===== src/rtl/mips_if_fetch_ctrl.sv =====
// mips_if_fetch_ctrl: IF-stage fetch sequencer owning the PC, predicting next PC and handling EX redirects
// Ports:
//   clk, rst_n         core clock, asynchronous active-low reset
//   ifu_req_*          single-outstanding fetch request (valid/ready/word-aligned addr)
//   ifu_rsp_*          one-cycle instruction return per accepted request
//   if2id_*            output register to ID (valid/ready, inst, pc, pc+4, prediction flag)
//   jr_rs_*            rs index of a pending jr/jalr and the returned register value
//   ex_flush_*         redirect request and target from EX
module mips_if_fetch_ctrl #(
  parameter int MIPS_ADDR_WIDTH = 32,
  parameter int MIPS_INST_WIDTH = 32,
  parameter int MIPS_RFIDX_WIDTH = 5,
  parameter logic [MIPS_ADDR_WIDTH-1:0] RESET_PC = 32'h0000_0000
) (
  input  logic                        clk,
  input  logic                        rst_n,
  output logic                        ifu_req_valid,
  input  logic                        ifu_req_ready,
  output logic [MIPS_ADDR_WIDTH-1:0]  ifu_req_addr,
  input  logic                        ifu_rsp_valid,
  input  logic [MIPS_INST_WIDTH-1:0]  ifu_rsp_inst,
  output logic                        if2id_valid,
  input  logic                        if2id_ready,
  output logic [MIPS_INST_WIDTH-1:0]  if2id_inst,
  output logic [MIPS_ADDR_WIDTH-1:0]  if2id_pc,
  output logic [MIPS_ADDR_WIDTH-1:0]  if2id_pc_incr,
  output logic                        if2id_prdt_taken,
  output logic [MIPS_RFIDX_WIDTH-1:0] jr_rs_idx,
  input  logic                        jr_rs_rdy,
  input  logic [MIPS_ADDR_WIDTH-1:0]  jr_rs_val,
  input  logic                        ex_flush_req,
  input  logic [MIPS_ADDR_WIDTH-1:0]  ex_flush_pc
);
  localparam int AW = MIPS_ADDR_WIDTH;
  localparam int RW = MIPS_RFIDX_WIDTH;
  localparam logic [AW-1:0] ALIGN_MASK = ~(AW'(3));
  typedef enum logic [1:0] {S_REQ, S_WAIT, S_JR_WAIT, S_DISCARD} state_t;
  state_t r_state, w_state_nxt;
  logic r_live, r_valid, r_taken, w_valid_nxt;
  logic [AW-1:0] r_pc, w_pc_nxt, r_out_pc, r_out_pc_incr;
  logic [AW-1:0] w_pc_incr, w_j_imm, w_b_imm;
  logic [MIPS_INST_WIDTH-1:0] r_inst;
  logic [RW-1:0] r_rs_idx;
  logic [5:0] w_op, w_funct;
  logic w_is_j, w_is_b, w_is_jr, w_b_back, w_taken, w_fire, w_load, w_pending;
  // IF mini-decoder, fed with the returned instruction and the address after it
  assign w_op      = ifu_rsp_inst[31:26];
  assign w_funct   = ifu_rsp_inst[5:0];
  assign w_pc_incr = r_pc + AW'(4);
  assign w_j_imm   = {w_pc_incr[AW-1:28], ifu_rsp_inst[25:0], 2'b00};
  assign w_b_imm   = {{(AW-18){ifu_rsp_inst[15]}}, ifu_rsp_inst[15:0], 2'b00};
  assign w_is_j    = w_op[5:1] == 5'b00001;
  assign w_is_b    = w_op == 6'b000001 || w_op[5:2] == 4'b0001;
  assign w_is_jr   = w_op == 6'b000000 && w_funct[5:1] == 5'b00100;
  assign w_b_back  = w_is_b && w_b_imm[AW-1];
  assign w_taken   = w_is_j || w_is_jr || w_b_back;
  // r_live keeps the request low until the first clock after reset release
  assign ifu_req_valid = r_live && r_state == S_REQ && (!r_valid || if2id_ready);
  assign ifu_req_addr  = r_pc;
  assign w_fire        = ifu_req_valid && ifu_req_ready;
  assign w_load        = r_state == S_WAIT && ifu_rsp_valid && !ex_flush_req;
  // a request is still in flight after this cycle if it was just accepted or its response has not arrived
  assign w_pending     = (r_state == S_REQ && w_fire) ||
                         ((r_state == S_WAIT || r_state == S_DISCARD) && !ifu_rsp_valid);
  assign if2id_valid      = r_valid;
  assign if2id_inst       = r_inst;
  assign if2id_pc         = r_out_pc;
  assign if2id_pc_incr    = r_out_pc_incr;
  assign if2id_prdt_taken = r_taken;
  assign jr_rs_idx        = r_rs_idx;
  always_comb begin
    w_state_nxt = r_state;
    w_pc_nxt    = r_pc;
    w_valid_nxt = w_load || (r_valid && !if2id_ready);
    if (ex_flush_req) begin
      w_pc_nxt    = ex_flush_pc & ALIGN_MASK;
      w_valid_nxt = 1'b0;
      w_state_nxt = w_pending ? S_DISCARD : S_REQ;
    end else begin
      case (r_state)
        S_REQ:     w_state_nxt = w_fire ? S_WAIT : S_REQ;
        S_WAIT: begin
          if (ifu_rsp_valid) begin
            w_state_nxt = w_is_jr ? S_JR_WAIT : S_REQ;
            w_pc_nxt    = w_is_j ? w_j_imm : w_b_back ? w_pc_incr + w_b_imm : w_is_jr ? r_pc : w_pc_incr;
          end
        end
        S_JR_WAIT: begin
          if (jr_rs_rdy) begin
            w_state_nxt = S_REQ;
            w_pc_nxt    = jr_rs_val & ALIGN_MASK;
          end
        end
        S_DISCARD: w_state_nxt = ifu_rsp_valid ? S_REQ : S_DISCARD;
        default:   w_state_nxt = S_REQ;
      endcase
    end
  end
  always_ff @(posedge clk or negedge rst_n) begin
    if (!rst_n) begin
      r_state       <= S_REQ;
      r_live        <= 1'b0;
      r_pc          <= RESET_PC & ALIGN_MASK;
      r_valid       <= 1'b0;
      r_inst        <= '0;
      r_out_pc      <= '0;
      r_out_pc_incr <= '0;
      r_taken       <= 1'b0;
      r_rs_idx      <= '0;
    end else begin
      r_state <= w_state_nxt;
      r_live  <= 1'b1;
      r_pc    <= w_pc_nxt;
      r_valid <= w_valid_nxt;
      if (w_load) begin
        r_inst        <= ifu_rsp_inst;
        r_out_pc      <= r_pc;
        r_out_pc_incr <= w_pc_incr;
        r_taken       <= w_taken;
      end
      if (w_load && w_is_jr) r_rs_idx <= RW'(ifu_rsp_inst[25:21]);
    end
  end
endmodule

===== config.mk =====
export PLATFORM = sky130hd
export DESIGN_NAME = mips_if_fetch_ctrl
export DESIGN_NICKNAME = d
export VERILOG_FILES = /design/src/rtl/mips_if_fetch_ctrl.sv
export SDC_FILE = /design/constraint.sdc
export NUM_CORES = 1
export LEC_CHECK = 0
export BUFFER_PORTS_ARGS = -buffer_cell sky130_fd_sc_hd__buf_2
export CAP_MARGIN = 20
export CORE_MARGIN = 1.5
export CORE_UTILIZATION = 35
export DETAILED_ROUTE_END_ITERATION = 10
export RECOVER_POWER = 50
export SETUP_SLACK_MARGIN = 0.05
export SLEW_MARGIN = 10
export SYNTH_ARGS = -nofsm -noshare
export SYNTH_HDL_FRONTEND = slang
export SYNTH_SLANG_ARGS = --single-unit
export TNS_END_PERCENT = 5

===== constraint.sdc =====
create_clock -name clk -period 4.3 [get_ports clk]
set_clock_uncertainty 0.05 [all_clocks]
set_input_delay 0.215 -clock clk [delete_from_list [all_inputs] [get_ports clk]]
set_output_delay 0.215 -clock clk [all_outputs]
set_load 0.05 [all_outputs]

==> out/results.ini <==
[status]
status=complete, but fails checks
violations=max-capacitance violations, max-slew violations

[worst_setup_path]
crit_arrival_ns=4.29
critPathMaxFanout=8
r2r_end=ifu_req_addr[28]
start_kind=register
crit_path_max_incr_delay_ns=0.45
crit_top_cell=a21oi_1
regToRegSetupSlack_ns=0.27
path_cells=ha_1, nand4_1, nor2_1, buf_4, and3_1, nand2_1, xor2_1, inv_1, ha_1, a21oi_1, or3b_1, o221ai_1, a41oi_1, a221o_1, a21oi_1, mux2i_1, a21oi_1
critPathKind=reg -> reg
reg2reg_depth=17
required_ns=4.55
crit-reg2reg-launch=ifu_req_addr[2]
cp_slowest_cell=dfrtp_2
cp-end-kind=register

[finish]
final_cell_mix=dfrtp_1, buf_2, clkbuf_1
final_cells=1385
synthToLayoutAreaGrowth_pct=29.39
final_common_cell=dfrtp_1
num-nets-final=1224
layout-drive-gt1-share=0.2664

[detailed_routing]
drt_iter0_drc=592
via_count=7509
drt-total-wl_mm=28.36
ant_nets=0
vias_per_cell=5.422
wl_per_cell_microns=20.48
drc=0
first_pass_iters=5

[placed_design]
dpl.cell_count=1324
io_buffers=228
dp_worst_setup_slack_ns=0.2352
dp_hpwl_mm=20.98
routabilityCongestion=0.8988

[hold_path]
whs_endpoint=if2id_inst[17]
hold-path-cell-count=2
min_from=ifu_rsp_inst[17]
hp-class=in -> reg

[floorplanning]
die_h_microns=154.7
ios=239
rows=55
die-area_sq_mm=0.02394
start_util=0.3559
die_x_microns=154.7
coreArea_sq_mm=0.02264

[global_route]
antenna_found_initial=4
track_usage=0.2394
grt_pass1_wl_mm=43.14
grt_max_degree=111
grt_pass1_vias=7161
gr-total-overflow=0

[power]
pwr_density_cell_mw_per_mm2=759.5
leakagePower_nw=4.562
ir_drop_mv=0.3166
p_total_w=0.007918

[run]
maxCapViolCount=1

[timing]
fmax_mhz=247.9
setup_tns_ns=0
hold_ws_ns=0.007860
slew_violations=103
post-route-period-util=0.9382
worst_slew_pin_slew_ns=2.598
rsz0062_at_grt=yes
timing.final.ws_setup_ns=0.2657
relSlewSlack=-0.7321
period_needed_ns=4.034
setup_viol=0
hold_violations=0

[clock_network]
htreeDepth=4
cts_root_buf=clkbuf_16
insertion_delay_ns=0.43
cts_tree=yes
numCtsBuffers=17
cts.clk_slew.worst_paths_ns=0.06
cts.sinks=132
clockBufferDepth=2

[synthesis]
synth-compound-area-share=0.2028
ys_ff_latch=132
yosys.area_share.adder=0.05839
synth_xor_area_frac=0.05326
ys_seq_area_frac=0.4099
synth-main-ff-cell=dfrtp_1
synth_edf_count=0
async_flop_share=1.000
syn_inst=825
muxShareOfSynthArea=0.1168
netlist-cell-type-count=69
syn_area_sq_mm=0.008058
ys.warnings.count=0
synth_top_family_by_area=compound AO/OA/AOI/OAI gates
synth_area_per_cell_sq_um=9.767
synth-simple-area-share=0.1171

==> what timing repair did <==
action                     4_1_cts  5_1_grt
hold endpoints to repair       126        0
resized for setup                0        5
setup endpoints to repair        0        5
buffers inserted                 0        0
hold buffers                    26        0
==> registers in the layout, summed over array words and instances (netlist names) <==
register	cells
r_live	1
if2id_pc	30
if2id_inst	32
r_state	2
if2id_pc_incr	30
ifu_req_addr	30
if2id_valid	1
jr_rs_idx	5
if2id_prdt_taken	1
==> cell type report <==
type / instances / area (sq um)
antenna: 4 / 10.01
clock buffer: 18 / 439.2
clock inverter: 13 / 197.7
fill: 2234 / 12210
inverter: 27 / 101.3
multi-input combinational: 620 / 4487
sequential: 132 / 3304
tap: 285 / 356.6
timing repair buffer: 286 / 1530
==> per-stage QoR <==
step	utilization	area, sq um
final	0.4605	10430
after global routing	0.4605	10430
after CTS	0.4648	10520
after detailed placement	0.4251	9625
after global placement	0.4248	9618
after floorplan	-	8077
==> layer usage <==
metal / share of wire / wire length, microns / GRT usage / vias up
met5: 0 / 0 / 0 / -
met4: 0.024 / 690 / 0.09615 / 0
met3: 0.069 / 1956 / 0.04903 / 43
met2: 0.44 / 12540 / 0.3498 / 305
met1: 0.46 / 13180 / 0.3442 / 3604
li1: - / - / - / 3557
==> cells in the mapped netlist, types with 3 or more instances <==
master / count / area share
a211oi_1: 10 / 0.0093
a21o_1: 13 / 0.012
a21oi_1: 73 / 0.045
a221o_1: 6 / 0.0075
a221oi_1: 10 / 0.011
a22oi_1: 11 / 0.010
a31oi_1: 10 / 0.0078
and3_1: 9 / 0.0070
and4_1: 3 / 0.0033
buf_2: 5 / 0.0031
buf_4: 6 / 0.0056
clkbuf_1: 38 / 0.018
dfrtp_1: 132 / 0.41
ha_1: 36 / 0.056
inv_1: 27 / 0.013
mux2_2: 80 / 0.11
mux2i_1: 4 / 0.0050
nand2_1: 54 / 0.025
nand3_1: 24 / 0.015
nand4_1: 11 / 0.0085
nor2_1: 63 / 0.029
nor2b_1: 5 / 0.0039
nor3_1: 12 / 0.0075
nor4_1: 3 / 0.0023
o211ai_1: 3 / 0.0028
o21a_1: 3 / 0.0028
o21ai_0: 30 / 0.019
o21ai_1: 29 / 0.018
o221ai_1: 7 / 0.0076
o22ai_1: 9 / 0.0070
or3_1: 3 / 0.0023
xnor2_1: 33 / 0.036
xor2_1: 16 / 0.017
==> logic make-up (layout without fill, tap and decap cells) <==
group                    Yosys count  count (layout)
AND/OR/NAND/NOR                  199             199
other                              2              11
XOR/XNOR                          49              49
flip-flops                       132             132
adder cells (fa/ha/maj)           37              37
AO/OA/AOI/OAI                    244             244
multiplexers                      84              84
buffers and inverters             78             344
==> worst max-delay path, delay by kind of cell (launching register included) <==
family,cells,cell delay (ns)
xor+xnor,1,0.23
simple gates,5,0.93
fa+ha+maj,2,0.46
buf+inv,2,0.25
mux,1,0.21
flops,1,0.45
compound gates,6,1.32
==> worst max path at each step <==
stage	from	end	slack, ns	depth (start not counted)
3_5_place_dp	ifu_req_addr[2]	ifu_req_addr[30]	0.24	16
6_report	ifu_req_addr[2]	ifu_req_addr[28]	0.27	17
4_1_cts	ifu_req_addr[2]	ifu_req_addr[30]	0.18	16
3_3_place_gp	ifu_req_addr[2]	ifu_req_addr[30]	0.26	16
5_1_grt	ifu_req_addr[2]	ifu_req_addr[28]	-0.0002	17
2_1_floorplan	ifu_req_addr[4]	ifu_req_addr[28]	0.24	15
==> power breakdown <==
| group | switching (W) | total, W | internal, W |
|---|---|---|---|
| combinational | 0.00310 | 0.00423 | 0.00113 |
| clock | 0.000617 | 0.00161 | 0.000995 |
| sequential | 0.000332 | 0.00208 | 0.00175 |
Power figures use the tool's default switching activity.
